File: src/rtl/div_pkg.sv
// Shared types and sizing helpers for the sequential divider.
package div_pkg;

  typedef enum logic [1:0] {
    IDLE = 2'd0,
    RUN  = 2'd1,
    DONE = 2'd2
  } state_t;

  localparam int unsigned DIV_WIDTH_DEFAULT = 8;

  // Bits needed to hold an iteration count from 0 up to w inclusive.
  function automatic int unsigned div_cnt_width(input int unsigned w);
    return $clog2(w + 1);
  endfunction

endpackage

File: src/rtl/sub_nbit.sv
// N-bit subtractor built as a + ~b + 1; borrow is the inverted carry out.
module sub_nbit #(
  parameter int unsigned N = 9
) (
  input  logic [N-1:0] a,
  input  logic [N-1:0] b,
  output logic [N-1:0] diff,
  output logic         borrow
);

  logic [N:0] sum;

  assign sum    = {1'b0, a} + {1'b0, ~b} + (N+1)'(1);
  assign diff   = sum[N-1:0];
  assign borrow = ~sum[N];

endmodule

File: src/rtl/div8_seq.sv
// Multi-cycle unsigned restoring divider, one quotient bit per clock,
// with a start/done handshake.
module div8_seq
  import div_pkg::*;
#(
  parameter int unsigned WIDTH = DIV_WIDTH_DEFAULT
) (
  input  logic             clk,
  input  logic             rst_n,
  input  logic             start,
  input  logic [WIDTH-1:0] dividend,
  input  logic [WIDTH-1:0] divisor,
  output logic             ready,
  output logic             busy,
  output logic             done,
  output logic [WIDTH-1:0] quotient,
  output logic [WIDTH-1:0] remainder,
  output logic             div_by_zero
);

  localparam int unsigned CW = div_cnt_width(WIDTH);
  localparam int unsigned TW = WIDTH + 1;

  state_t           state;
  logic [WIDTH-1:0] q_reg;
  logic [WIDTH-1:0] r_reg;
  logic [WIDTH-1:0] dvsr_reg;
  logic [CW-1:0]    count;

  logic [TW-1:0]    t_val;
  logic [TW-1:0]    d_val;
  logic             borrow;
  logic [WIDTH-1:0] r_next;
  logic [WIDTH-1:0] q_next;
  logic             unused_d_msb;

  // One restoring step: trial-subtract the divisor from {R, Q[MSB]}.
  assign t_val = {r_reg, q_reg[WIDTH-1]};

  sub_nbit #(
    .N(TW)
  ) u_sub (
    .a      (t_val),
    .b      ({1'b0, dvsr_reg}),
    .diff   (d_val),
    .borrow (borrow)
  );

  // R < divisor always holds, so a borrow-free difference never sets its MSB.
  assign unused_d_msb = d_val[WIDTH];
  assign r_next       = borrow ? t_val[WIDTH-1:0] : d_val[WIDTH-1:0];
  assign q_next       = {q_reg[WIDTH-2:0], ~borrow};

  assign ready = (state == IDLE);
  assign busy  = (state == RUN);

  // Control FSM, iteration counter and shift registers.
  always_ff @(posedge clk or negedge rst_n) begin
    if (!rst_n) begin
      state       <= IDLE;
      q_reg       <= '0;
      r_reg       <= '0;
      dvsr_reg    <= '0;
      count       <= '0;
      quotient    <= '0;
      remainder   <= '0;
      div_by_zero <= 1'b0;
      done        <= 1'b0;
    end else begin
      done <= 1'b0;
      case (state)
        IDLE: begin
          if (start) begin
            dvsr_reg <= divisor;
            if (divisor == '0) begin
              quotient    <= '1;
              remainder   <= dividend;
              div_by_zero <= 1'b1;
              done        <= 1'b1;
              state       <= DONE;
            end else begin
              q_reg       <= dividend;
              r_reg       <= '0;
              count       <= CW'(WIDTH);
              div_by_zero <= 1'b0;
              state       <= RUN;
            end
          end
        end
        RUN: begin
          q_reg <= q_next;
          r_reg <= r_next;
          count <= count - CW'(1);
          if (count == CW'(1)) begin
            quotient  <= q_next;
            remainder <= r_next;
            done      <= 1'b1;
            state     <= DONE;
          end
        end
        DONE: begin
          state <= IDLE;
        end
        default: begin
          state <= IDLE;
        end
      endcase
    end
  end

endmodule

File: config.mk
export PLATFORM = sky130hd
export DESIGN_NAME = div8_seq
export DESIGN_NICKNAME = d
export VERILOG_FILES = /design/src/rtl/div_pkg.sv /design/src/rtl/sub_nbit.sv /design/src/rtl/div8_seq.sv
export SDC_FILE = /design/constraint.sdc
export NUM_CORES = 1
export LEC_CHECK = 0
export BUFFER_PORTS_ARGS = -buffer_cell sky130_fd_sc_hd__clkbuf_2
export CAP_MARGIN = 20
export CELL_PAD_IN_SITES_DETAIL_PLACEMENT = 0
export CELL_PAD_IN_SITES_GLOBAL_PLACEMENT = 1
export CORE_MARGIN = 1.5
export CORE_UTILIZATION = 45
export CTS_BUF_LIST = sky130_fd_sc_hd__clkbuf_4 sky130_fd_sc_hd__clkbuf_8
export DETAILED_ROUTE_END_ITERATION = 12
export PLACE_DENSITY = 0.93
export SLEW_MARGIN = 40
export SYNTH_ARGS = -nofsm -noshare
export SYNTH_HDL_FRONTEND = slang
export SYNTH_HIERARCHICAL = 1
export SYNTH_SLANG_ARGS = --single-unit
File: constraint.sdc
create_clock -name clk -period 2.9 [get_ports clk]
set_input_delay 0.145 -clock clk [delete_from_list [all_inputs] [get_ports clk]]
set_output_delay 0.145 -clock clk [all_outputs]
set_load 0.005 [all_outputs]
Word level (Yosys, flattened, before mapping)

Index checks and enable logic that the tools add are counted.

Logic and storage cells: 52
Input port bits: 19
Register bits: 48

Bitwise gates (word level): 1
$add $sub $neg: 3
Reductions and logical operators: 7
Equality and inequality tests: 6
Muxes and demuxes: 26

Operators with widths:

| cell                  | count |
|---|---|
| $mux 8                | 11 |
| $pmux 8 s2            | 4 |
| $add 10x1->10 const B | 1 |
| $add 9x9->10          | 1 |
| $not 8->9             | 1 |
| $logic_not 8->1       | 1 |
| $mux 4                | 2 |
| $pmux 4 s2            | 1 |
| $mux 2                | 3 |
| $eq 4x1->1 const B    | 1 |
| $ne 2x1->1 const B    | 2 |
| $ne 2x2->1 const B    | 2 |
| $pmux 2 s2            | 1 |
| $reduce_and 2->1      | 2 |
| $reduce_and 4->1      | 1 |
| $sub 4x1->4 const B   | 1 |
| $mux 1                | 3 |
| $reduce_and 3->1      | 1 |
| $eq 2x1->1 const B    | 1 |
| $logic_not 2->1       | 1 |
| $pmux 1 s2            | 1 |
| $reduce_bool 2->1     | 1 |

Depth between registers and ports, before layout

Word-level depth: 6
Mapped depth: 11
Mapped depth without buffers: 11

Cells and area by module

The synthesis kept the hierarchy.

Modules (own cells, without submodules):

| module   | area an instance (um2) | sequential area each (um2) | times used | cells an instance |
|---|---|---|---|---|
| div8_seq | 2215.9                 | 1201.2                     | 1          | 223 |
| sub_nbit | 442.9                  | 0.0                        | 1          | 60 |

Least setup slack after synthesis

No wires, ideal clock.

Path kind: reg-to-reg
From: register r_reg[5]
To: register r_reg[0]
Path slack: 0.637 ns
Cell stages (with the launch flop): 10
Library setup time: 0.120 ns
Required time: 2.780 ns
Buffers on the path: 1
Arrival: 2.142 ns
Path through: dfrtp_1 > ha_1 > a21oi_1 > nor2_1 > or3_1 > o22ai_1 > buf_2 > mux2i_1 > nor2_1 > a31o_2

Cells in the longest elaborated chain, start to end: 4

RTL lines:

| element                | RTL line       | source |
|---|---|---|
| from (decl)            | div8_seq.sv:26 | `logic [WIDTH-1:0] r_reg;` |
| from (signal assigned) | div8_seq.sv:92 | `r_reg <= r_next;` |
| $add 9x9->10           | sub_nbit.sv:13 | `assign sum = {1'b0, a} + {1'b0, ~b} + (N+1)'(1);` |
| $add 10x1->10          | sub_nbit.sv:13 |  |
| $mux 8                 | div8_seq.sv:51 | `assign r_next = borrow ? t_val[WIDTH-1:0] : d_val[WIDTH-1:0];` |
| $pmux 8 s2             | div8_seq.sv:71 | `case (state)` |

Every way passes these cells.
A chain may end at the register's enable or synchronous reset.

Worst setup path in the final report

From: register r_reg[5]
To: register r_reg[1]

The elaborated chain is that of the path after synthesis.

==> flow_summary_export.csv <==
group,metric,value,unit
clock_tree,tritoncts.num_buffers,5,
layout,stdcell_count,389,
synth,synthCells,278,
worst_setup_path,cp_slowest_stage_delay,0.42,ns
layout,area_growth,14.5,%
sta,tightest_slew,0.705,ns
placement,pre_cts_ws,0.307,ns
clock_tree,cts_tree,"yes",
power,vdd_ir_drop_max,571,uV
layout,seqCellArea,1200,um^2
sta,rsz0062_at_grt,"false",
floorplan,core,5570,um^2
drt,drcViolationCount,0,
drt,wl,5360,um
power,power_leakage,1.50,nW
worst_setup_path,cp_common_cell,"nor2_1",
power,p_per_area,1210,nW/um^2
drt,dr.pass1.iters,4,
hold_path,hp-start,"divisor[4]",
worst_setup_path,worstPathCellList,"ha_1 -> a21oi_1 -> nor2_1 -> or3_1 -> o22ai_1 -> buf_4 -> mux2i_1 -> nor2_1 -> a31o_2",
sta,hold_ws,0.0763,ns
layout,n_antenna_cell,0,
placement,place_area,2860,um^2
worst_setup_path,end_kind,"flip-flop",
worst_setup_path,cp_slowest_cell,"dfrtp_1",
drt,wire_per_inst,13.8,um
grt,grt_first_pass_wirelength,9550,um
sta,relSlewSlack,0.530,
layout,fin_area,3000,um^2
floorplan,die-height,79.3,um
worst_setup_path,crit-reg2reg-launch,"r_reg[5]",
drt,vias_per_cell,5.22,
layout,mostFrequentLayoutCells,"dfrtp_1 (48), nand2_1 (45), clkbuf_2 (37), inv_1 (33), mux2i_1 (23)",
placement,numPortBuffers,38,
layout,fillers,539,
floorplan,start_util,0.470,
worst_setup_path,arrival,2.83,ns
grt,grt_max_degree,42,
clock_tree,clk_latency,0.30,ns
layout,drive_above_1_share,0.215,
clock_tree,clkSinkCount,48,
grt,grt_pass1_vias,2033,
worst_setup_path,r2r_setup_slack,0.27,ns
worst_setup_path,critPathLaunchType,"flip-flop",
sta,setup_slack,0.269,ns
sta,layout_min_cycle_time,2.63,ns
placement,dp_hpwl,3900,um
power,power,3.62,mW
drt,via_count,2032,
floorplan,die_w,79.3,um
sta,setup_viol,0,
sta,final_max_slew_viol_count,0,
drt,ant_nets,0,
layout,multi_input_area,1230,um^2
clock_tree,post_cts_resize_count,0,
layout,final_common_cell,"dfrtp_1",
status,status,"completed",
clock_tree,path_clk_slew,0.09,ns
grt,grt_use_total,0.197,
clock_tree,h-tree-depth,2,
sta,clock_skew,0.00489,ns
clock_tree,cts_setup_buffers,0,
job,drv_cap,0,
grt,antenna_found_initial,0,
drt,drt_iter0_drc,126,
worst_setup_path,critical_path_required,3.10,ns
clock_tree,hold_buffers,1,
layout,num-nets-final,347,
floorplan,placementRows,27,
sta,timing.final.crit_share,0.907,
synth,synth.avg_cell_area,9.42,um^2
layout,final_util,0.538,
synth,synth_area,2620,um^2
clock_tree,cts_root_buf,"clkbuf_8",
worst_setup_path,crit_fanout,8,
placement,place_congestion,0.841,
sta,max_freq,380,MHz
hold_path,holdCritPathClass,"in2reg",
sta,finalHoldViolations,0,
clock_tree,cts_buffer_depth,2,
grt,grt.overflow.total,0,
synth,yosysWarnings,6,
synth,synth.net_count,309,
sta,finalSetupTns,0,ns
worst_setup_path,critPathLaunch,"r_reg[5]",
worst_setup_path,crit_type,"reg2reg",
floorplan,die_area,6290,um^2
floorplan,io-pin-count,39,
placement,dpl.cell_count,380,
==> per-layer routing <==
metal	global-route usage	wire, um	share of wire
met1	0.262	2430	0.45
met2	0.316	2620	0.49
met3	0.0322	172	0.032
met4	0.0860	134	0.025
met5	0	0	0
==> layout make-up <==
cell class / instances / share of cell area
clock buffer: 6 / 0.0275
clock inverter: 2 / 0.0129
inverter: 33 / 0.0413
multi-input combinational: 185 / 0.410
sequential: 48 / 0.401
tap: 72 / 0.0301
timing repair buffer: 43 / 0.0776
==> report_power, final <==
group          total [mW]  switching [mW]  internal, mW
Clock               0.511           0.229         0.282
Combinational        1.93            1.04         0.885
Sequential           1.18           0.209         0.976
Total                3.62            1.48          2.14
==> critical path, delay by kind of cell, from the launching register on <==
kind	cells	cell delay, ns
and+or+nand+nor	3	0.49
DFF	1	0.42
AOI/OAI and AO/OA	3	0.79
buffers and inverters	1	0.25
adders and majority gates	1	0.35
muxes	1	0.21
==> final timing paths <==
| check | cells after the start | end |
|---|---|---|
| worst max-delay path | 9 | r_reg[1] |
| worst min-delay path | 3 | dvsr_reg[4] |
| worst max register to register | 9 | r_reg[1] |
| worst min register to register | 2 | dvsr_reg[2] |
| max in group asynchronous | 3 | state[0] |
| min in group asynchronous | 2 | dvsr_reg[5] |
(Power assumes the default switching activity.)
